<file path="src/rtl/dmem_arb_pkg.sv">
// Shared types and constants for the data-memory arbiter.
package dmem_arb_pkg;

    localparam int unsigned MEM_CTRL_W           = 2;
    localparam int unsigned STARVE_LIMIT_DEFAULT = 4;

    localparam logic [MEM_CTRL_W-1:0] MEM_NOP = 2'b00;
    localparam logic [MEM_CTRL_W-1:0] MEM_RD  = 2'b01;
    localparam logic [MEM_CTRL_W-1:0] MEM_WR  = 2'b10;

    // ARB: DMA may be granted; ACK: DMA completion cycle, CPU only
    typedef enum logic {
        ARB = 1'b0,
        ACK = 1'b1
    } arb_state_e;

endpackage : dmem_arb_pkg

</file>
<file path="src/rtl/dmem_arb_starve_ctr.sv">
// Counts consecutive ARB cycles a pending DMA request loses to the CPU and
// flags a forced DMA slot once the limit is reached.
module dmem_arb_starve_ctr
    import dmem_arb_pkg::*;
#(
    parameter int unsigned STARVE_LIMIT = STARVE_LIMIT_DEFAULT,
    parameter int unsigned CNT_W        = $clog2(STARVE_LIMIT + 1)
) (
    input  logic clk,
    input  logic reset_n,
    input  logic arb_phase,
    input  logic dma_req,
    input  logic dma_grant,
    output logic force_c
);

    logic [CNT_W-1:0] cnt_q;

    // Saturating loss counter; only moves in ARB, holds through ACK
    always_ff @(posedge clk or negedge reset_n) begin
        if (!reset_n) begin
            cnt_q <= '0;
        end else if (arb_phase) begin
            if (dma_grant || !dma_req) begin
                cnt_q <= '0;
            end else if (cnt_q < CNT_W'(STARVE_LIMIT)) begin
                cnt_q <= cnt_q + CNT_W'(1);
            end
        end
    end

    // Pending DMA has lost STARVE_LIMIT times in a row
    always_comb begin
        force_c = dma_req && (cnt_q == CNT_W'(STARVE_LIMIT));
    end

endmodule : dmem_arb_starve_ctr

</file>
<file path="src/rtl/dmem_arbiter.sv">
// Single-port data memory arbiter: MEM stage (primary) vs DMA/debug loader.
// Build option DMEM_ARB_FAIRNESS_EN adds a starvation counter that forces a
// DMA slot (stalling the CPU) after STARVE_LIMIT consecutive losses.
module dmem_arbiter
    import dmem_arb_pkg::*;
#(
    parameter int unsigned STARVE_LIMIT = STARVE_LIMIT_DEFAULT,
    parameter int unsigned CNT_W        = $clog2(STARVE_LIMIT + 1)
) (
    input  logic        clk,
    input  logic        reset_n,
    input  logic [1:0]  cpu_ctrl,
    input  logic [31:0] cpu_addr,
    input  logic [31:0] cpu_wdata,
    output logic [31:0] cpu_rdata,
    output logic        cpu_stall,
    input  logic        dma_req,
    input  logic        dma_we,
    input  logic [31:0] dma_addr,
    input  logic [31:0] dma_wdata,
    output logic        dma_ack,
    output logic [31:0] dma_rdata,
    output logic [1:0]  mem_ctrl,
    output logic [31:0] mem_addr,
    output logic [31:0] mem_wdata,
    input  logic [31:0] mem_rdata
);

    arb_state_e state_q;
    arb_state_e state_d;
    logic       force_c;
    logic       cpu_active_c;
    logic       dma_grant_c;
    logic       cpu_grant_c;

    assign cpu_active_c = (cpu_ctrl != MEM_NOP);
    assign cpu_rdata    = mem_rdata;

`ifdef DMEM_ARB_FAIRNESS_EN
    dmem_arb_starve_ctr #(
        .STARVE_LIMIT (STARVE_LIMIT),
        .CNT_W        (CNT_W)
    ) u_starve_ctr (
        .clk       (clk),
        .reset_n   (reset_n),
        .arb_phase (state_q == ARB),
        .dma_req   (dma_req),
        .dma_grant (dma_grant_c),
        .force_c   (force_c)
    );
`else
    logic [CNT_W-1:0] unused_limit;
    assign unused_limit = CNT_W'(STARVE_LIMIT);
    assign force_c      = 1'b0;
`endif

    // State register and registered DMA completion outputs
    always_ff @(posedge clk or negedge reset_n) begin
        if (!reset_n) begin
            state_q   <= ARB;
            dma_ack   <= 1'b0;
            dma_rdata <= '0;
        end else begin
            state_q <= state_d;
            dma_ack <= dma_grant_c;
            if (dma_grant_c && !dma_we) begin
                dma_rdata <= mem_rdata;
            end
        end
    end

    // Grant decision, next state and memory-port mux
    always_comb begin
        state_d     = state_q;
        dma_grant_c = 1'b0;
        cpu_grant_c = 1'b0;
        cpu_stall   = 1'b0;
        mem_ctrl    = MEM_NOP;
        mem_addr    = cpu_addr;
        mem_wdata   = cpu_wdata;

        case (state_q)
            ARB: begin
                if (force_c) begin
                    dma_grant_c = 1'b1;
                end else if (cpu_active_c) begin
                    cpu_grant_c = 1'b1;
                end else if (dma_req) begin
                    dma_grant_c = 1'b1;
                end
            end
            ACK: begin
                state_d     = ARB;
                cpu_grant_c = cpu_active_c;
            end
            default: state_d = ARB;
        endcase

        if (dma_grant_c) begin
            state_d   = ACK;
            mem_ctrl  = dma_we ? MEM_WR : MEM_RD;
            mem_addr  = dma_addr;
            mem_wdata = dma_wdata;
`ifdef DMEM_ARB_FAIRNESS_EN
            cpu_stall = cpu_active_c;
`endif
        end else if (cpu_grant_c) begin
            mem_ctrl = cpu_ctrl;
        end
    end

endmodule : dmem_arbiter

</file>
<file path="config.mk">
export PLATFORM = sky130hd
export DESIGN_NAME = dmem_arbiter
export DESIGN_NICKNAME = d
export VERILOG_FILES = /design/src/rtl/dmem_arb_pkg.sv /design/src/rtl/dmem_arb_starve_ctr.sv /design/src/rtl/dmem_arbiter.sv
export SDC_FILE = /design/constraint.sdc
export NUM_CORES = 1
export LEC_CHECK = 0
export CAP_MARGIN = 20
export CORE_AREA = 2 2 115 117
export CTS_CLUSTER_SIZE = 16
export DETAILED_ROUTE_END_ITERATION = 8
export DIE_AREA = 0 0 117 119
export PLACE_DENSITY = 0.68
export SETUP_SLACK_MARGIN = 0.15
export SYNTH_ARGS = -nofsm -noshare
export SYNTH_HDL_FRONTEND = slang
export SYNTH_SLANG_ARGS = --single-unit
</file>
<file path="constraint.sdc">
create_clock -name clk -period 1.9 [get_ports clk]
set_clock_uncertainty 0.15 [all_clocks]
set_input_delay 0.285 -clock clk [delete_from_list [all_inputs] [get_ports clk]]
set_output_delay 0.285 -clock clk [all_outputs]
set_load 0.02 [all_outputs]
</file>
==> reports/qor.txt, run 1 <==
status = finished, violations left
violated checks = setup timing
gr busiest metal = met2
clock buffer depth = 2
CTS sink cnt = 33
CTS tree = built
Core Region = 12900 um2
leak pwr = 2.74 nW
Period Utilization, post-route = 124%
CP endpoint kind = output port
Antenna Cells = 0
Final Worst Setup Slack = -0.455 ns
clock transition at the registers of the reported paths = 0.05 ns
Starting Density = 17.8%
Worst Reg-to-Reg Cells = 9
Post-synth EDFFs = 0
via count of the first global-routing pass = 2712
R2R setup slack = -0.19 ns
Worst VDD drop = 0.377 mV
placer congestion estimate = 0.769
Syn Std Cell Area = 2290 um2
Routed Antenna Nets = 0
Die Y = 119 um
count leader, synth = mux2_2
Tmin final = 2.36 ns
Slowest-stage cell, CP = dfrtp_2
Synth area leader = dfrtp_1
Mapped Avg Cell Area = 12.8 um2
Post-synth top cells = 67 x mux2_2, 37 x buf_4, 33 x dfrtp_1, 29 x mux2_1, 4 x buf_2
Area after DPL = 5600 um2
routed wire length = 10.8 mm
grt met2 use = 26.0%
setup violators final = 98
initial antenna violation count = 0
I/O Pins = 298
Yosys top cell area share = 36.1%
H-Tree Depth = 2
Worst Path Required = 1.46 ns
Critical Path Max Stage Delay = 0.42 ns
hold crit path type = in2async
met3 usage = 2.85%
endpoints failing hold = 0
Fmax = 0.425 GHz
Routed wire per std cell = 16.5 um
P&R area growth vs syn = 167%
grt ovf = 0
CP Data Arrival Time = 1.92 ns
Synth Register Bits = 33
# rows = 42
routed vias/inst = 3.88
first-pass GRT wire length = 15.2 mm
Die Span X = 117 um
yosys warns = 0
RR Endpoint = dma_rdata[4]
crit path buf inv count = 6
via count = 2547
Area contributors post-synth = dfrtp_1 36%, mux2_2 33%, mux2_1 14%
PortBufs = 296
met1 GRT Util = 17.5%
Async SR Flop Fraction = 100%
CP delay by family, top = buffers and inverters
Seq/Total Area, Yosys = 36.1%
crit path max fanout = 6
FF-to-FF Start = dma_ack
final hold slack = 0.279 ns
Critical Path, Cell by Cell = nor4b_4 -> buf_6 -> buf_12 -> buf_16 -> buf_8 -> buf_8 -> mux2_4 -> buf_6
clk root buf = clkbuf_16
Die Area = 13900 um2
share of layout cells above drive strength 1 = 44.8%
DR pass1 iterations = 4
largest net degree at the start of global routing = 34
GRT Resource Usage Total = 14.3%
Final nets = 646
kind of critical path = reg2out
drc violations = 0
CP Launch Type = flip-flop
dpl hpwl = 8.51 mm
clock network latency to the later pin of the worst-skew pair = 0.27 ns
RSZ-0062 raised after global routing = true
post-synthesis cell type count = 11
pre-CTS setup slack = -0.948 ns
pwr/cell area = 594 nW/um2
cells after synthesis = 178
CTS buffer count = 5
initial DRC count = 88
Mapped Nets = 344
total power = 0.00362 W
Max Slew Vio Count = 0
ys flop type = dfrtp_1
post-route cell area = 6100 um2
Max Cap Viol = 0
-- placed cells by master, fill, tap and decap left out --
| cell type | n |
|---|---|
| a21o_1 | 1 |
| buf_12 | 5 |
| buf_16 | 5 |
| buf_2 | 25 |
| buf_4 | 11 |
| buf_6 | 54 |
| buf_8 | 8 |
| clkbuf_1 | 1 |
| clkbuf_16 | 6 |
| clkbuf_8 | 1 |
| clkdlybuf4s50_1 | 193 |
| conb_1 | 1 |
| dfrtp_1 | 32 |
| dfrtp_2 | 1 |
| dlygate4sd2_1 | 35 |
| dlymetal6s2s_1 | 2 |
| mux2_2 | 13 |
| mux2_4 | 83 |
| nor2b_4 | 1 |
| nor4b_4 | 1 |
| or2_4 | 1 |
-- how the worst max path moves through the flow --
stage           startpoint             to  cells past startpoint
2_1_floorplan      dma_ack    mem_addr[0]                      4
5_1_grt            dma_ack  mem_wdata[11]                      8
3_3_place_gp   cpu_ctrl[1]   mem_wdata[1]                      6
6_report           dma_ack  mem_wdata[11]                      8
3_5_place_dp   cpu_ctrl[1]   mem_wdata[7]                      6
4_1_cts            dma_ack   mem_addr[27]                      6
-- per-layer routing --
layer	vias up	wire length [um]
met5	-	0
met3	4	791
met2	122	5730
met4	0	57
li1	1202	-
met1	1219	4220
-- kinds of logic after synthesis --
logic type | synth area share [%]
multiplexers | 47.3
buffers and inverters | 14.5
flip-flops | 36.1
AND/OR/NAND/NOR | 1.59
AO/OA/AOI/OAI | 0.329
other | 0.164
-- per-stage QoR --
| stage | TNS [ns] | util, % | std cells |
|---|---|---|---|
| 2_1_floorplan | 0 | - | 178 |
| 3_3_place_gp | -74.18 | 43.5 | 626 |
| 3_5_place_dp | -78.57 | 43.5 | 626 |
| 4_1_cts | -38.19 | 45.5 | 653 |
| 5_1_grt | -35.24 | 47.4 | 656 |
| 6_report | -30.33 | 47.4 | 656 |
-- layout make-up --
class | instances | area, um2
clock buffer | 7 | 143
multi-input combinational | 101 | 1450
tap | 176 | 220
fill | 1168 | 6770
sequential | 33 | 827
timing repair buffer | 339 | 3460
-- report_power, final --
group | internal, W | total, W | switching, W | leakage (nW)
logic | 0.00115 | 0.00189 | 0.000745 | 2.27
clock network | 0.000513 | 0.000773 | 0.000260 | 0.0700
registers | 0.000866 | 0.000956 | 0.0000906 | 0.397
-- timing repair --
action                     CTS  global route
cloned                       4             1
pin swaps                    2             2
resized for setup          351            81
hold buffers                 0             0
setup endpoints to repair  130           100
setup buffers               16             2
-- registers in the layout (all words and copies together) (netlist names) --
| signal | count |
|---|---|
| dma_ack | 1 |
| dma_rdata | 32 |
(Power assumes the default switching activity.)
==> inputs of run 2 (changes only) <==
--- a/constraint.sdc
+++ b/constraint.sdc
@@ -3,3 +3,3 @@
 set_input_delay 0.285 -clock clk [delete_from_list [all_inputs] [get_ports clk]]
 set_output_delay 0.285 -clock clk [all_outputs]
-set_load 0.02 [all_outputs]
+set_load 0.05 [all_outputs]
==> run 2 against run 1 <==
Against the previous run: the run still ends with setup timing left; wire length rose by 4.2%; via count is 0.27% higher; combinational power up 46%; critical path depth fell by 1; worst setup slack improved by 0.021 ns; hold slack lost 0.0077 ns; critical path type is now in2out; largest cell class unchanged; highest routed layer unchanged.
==> reports/qor.txt, run 2 (synthesis gave the netlist of run 1 again) <==
Final nets = 632 (-2.2%)
Finished Layout Cells = 641 (-2.3%)
Post-CTS Hold Fix Bufs = 0 (unchanged)
DR pass1 iterations = 4 (unchanged)
clock network latency to the later pin of the worst-skew pair = 0.27 ns (about the same)
placed cells = 620 (-0.96%)
Worst Path Required = 1.46 ns (about the same)
routed wire length = 11.3 mm (+4.2%)
kind of critical path = in2out
most frequent cells in the layout = 163 x clkdlybuf4s50_1, 96 x mux2_4, 51 x buf_6
routed vias/inst = 3.98 (+2.6%)
Worst VDD drop = 0.450 mV (+19%)
Die Y = 119 um (unchanged)
TNS Setup = -35.01 ns (-4.68 ns)
placer congestion estimate = 0.826 (+7.3%)
CP endpoint kind = output port
FF-to-FF Start = dma_ack
via count = 2554 (+0.27%)
crit path max fanout = 5 (-1)
clk root buf = clkbuf_16
Final Worst Setup Slack = -0.434 ns (+0.0214 ns)
endpoints failing hold = 0 (unchanged)
CP Launch Type = input pin
Routed Antenna Nets = 0 (unchanged)
I/O Pins = 298 (unchanged)
Die Span X = 117 um (unchanged)
Max Cap Viol = 0 (unchanged)
first-pass GRT wire length = 14.8 mm (-2.5%)
final hold slack = 0.272 ns (-0.00775 ns)
largest net degree at the start of global routing = 34 (unchanged)
Max Slew Vio Count = 0 (unchanged)
CTS buffer count = 5 (unchanged)
Critical Path Max Stage Delay = 0.47 ns (+0.05 ns)
via count of the first global-routing pass = 2703 (-0.33%)
Antenna Cells = 0 (unchanged)
Period Utilization, post-route = 123% (-1.1 points)
worst setup path startpoint = dma_req
clock transition at the registers of the reported paths = 0.05 ns (about the same)
CP Data Arrival Time = 1.90 ns (-0.02 ns)
violated checks = setup timing
R2R setup slack = -0.26 ns (-0.07 ns)
clock buffer depth = 2 (unchanged)
hold crit path type = in2async
Slowest-stage cell, CP = clkdlybuf4s50_1
status = finished, violations left
setup violators final = 98 (unchanged)
share of layout cells above drive strength 1 = 57.4% (+13 points)
dpl hpwl = 8.24 mm (-3.2%)
GRT Resource Usage Total = 13.7% (-0.61 points)
CTS tree = built
Core Region = 12900 um2 (unchanged)
# rows = 42 (unchanged)
H-Tree Depth = 2 (unchanged)
Tmin final = 2.33 ns (-0.0214 ns)
max reg flops = 32 (unchanged)
RR Endpoint = dma_rdata[6]
commonest non-fill, non-tap cell in the layout = clkdlybuf4s50_1
Worst Reg-to-Reg Cells = 8 (-1)
initial antenna violation count = 0 (unchanged)
Fmax = 0.428 GHz (+0.92%)
Largest regs = dma_rdata: 32 flops, dma_ack: 1 flops
pwr/cell area = 679 nW/um2 (+14%)
grt ovf = 0 (unchanged)
drc violations = 0 (unchanged)
Routed wire per std cell = 17.6 um (+6.6%)
Starting Density = 17.8% (unchanged)
Critical Path, Cell by Cell = clkdlybuf4s50_1 -> nor4b_4 -> buf_6 -> clkbuf_16 -> clkbuf_16 -> mux2_4 -> buf_6
CTS sink cnt = 33 (unchanged)
largest register by flop count = dma_rdata
pre-CTS setup slack = -0.588 ns (+0.360 ns)
P&R area growth vs syn = 187%
leak pwr = 2.94 nW (+7.1%)
PortBufs = 296 (unchanged)
Die Area = 13900 um2 (unchanged)
RSZ-0062 raised after global routing = true
initial DRC count = 76 (-14%)
[run 2: cell count changes in the layout (fill, tap and decap cells not counted), moves of 13 or more]
cell,delta
buf_8,+21
clkdlybuf4s50_1,-30
buf_2,-25
mux2_4,+13
dlygate4sd2_1,-33
buf_12,+32
buf_4,+24
mux2_2,-13
[run 2: timing repair]
action,CTS,global route
setup buffers,3,4
pin swaps,1,2
endpoints found under the setup margin,98,98
gates cloned,1,7
gates resized for setup,46,96
[run 2: stage by stage]
step	total power, W	util (%)	area (um2)
3_5_place_dp	0.00351	43.9	5650
4_1_cts	0.00433	46.6	6000
6_report	0.00445	50.9	6550
3_3_place_gp	0.00349	43.9	5650
5_1_grt	0.00462	50.9	6550
2_1_floorplan	0.00252	-	2590
[run 2: where the power goes]
part / total, W / switching (W) / internal, W
Combinational: 0.00275 / 0.00148 / 0.00127
Sequential: 0.000965 / 0.0000985 / 0.000866
Clock: 0.000736 / 0.000269 / 0.000467
[run 2: layout make-up]
type / count / area [um2]
Sequential cell: 33 / 827
Multi-Input combinational cell: 101 / 1510
Clock buffer: 5 / 125
Clock inverter: 1 / 5.00
Tap cell: 176 / 220
Timing Repair Buffer: 325 / 3870
Fill cell: 1077 / 6320
[run 2: how the worst max path moves through the flow]
| stage | slack [ns] | endpoint | cells after the start |
|---|---|---|---|
| after floorplan | -0.08 | mem_addr[0] | 4 |
| after global placement | -0.53 | mem_addr[19] | 6 |
| after detailed placement | -0.59 | mem_addr[11] | 6 |
| after CTS | -0.48 | mem_wdata[7] | 5 |
| after global routing | -0.48 | mem_addr[17] | 6 |
| final | -0.43 | mem_addr[4] | 7 |
[run 2: routing by layer]
layer  track usage (%)  wire length (um)  up-vias
li1                  -                 -     1174
met2              23.8              5900      139
met3              3.00               782       20
met4              4.12               289        0
met5                 0                 0        -
met1              16.6              4290     1221
[run 2: critical path, delay by kind of cell]
family / cells / cell delay [ns]
AND/OR/NAND/NOR: 1 / 0.20
buffers and inverters: 5 / 1.10
multiplexers: 1 / 0.30
==> inputs of run 3 (changes only) <==
Settings changed: CAP_MARGIN 20 to unset.
==> results of run 3 <==
The final DEF is identical to that of run 2; final timing and power are the same.
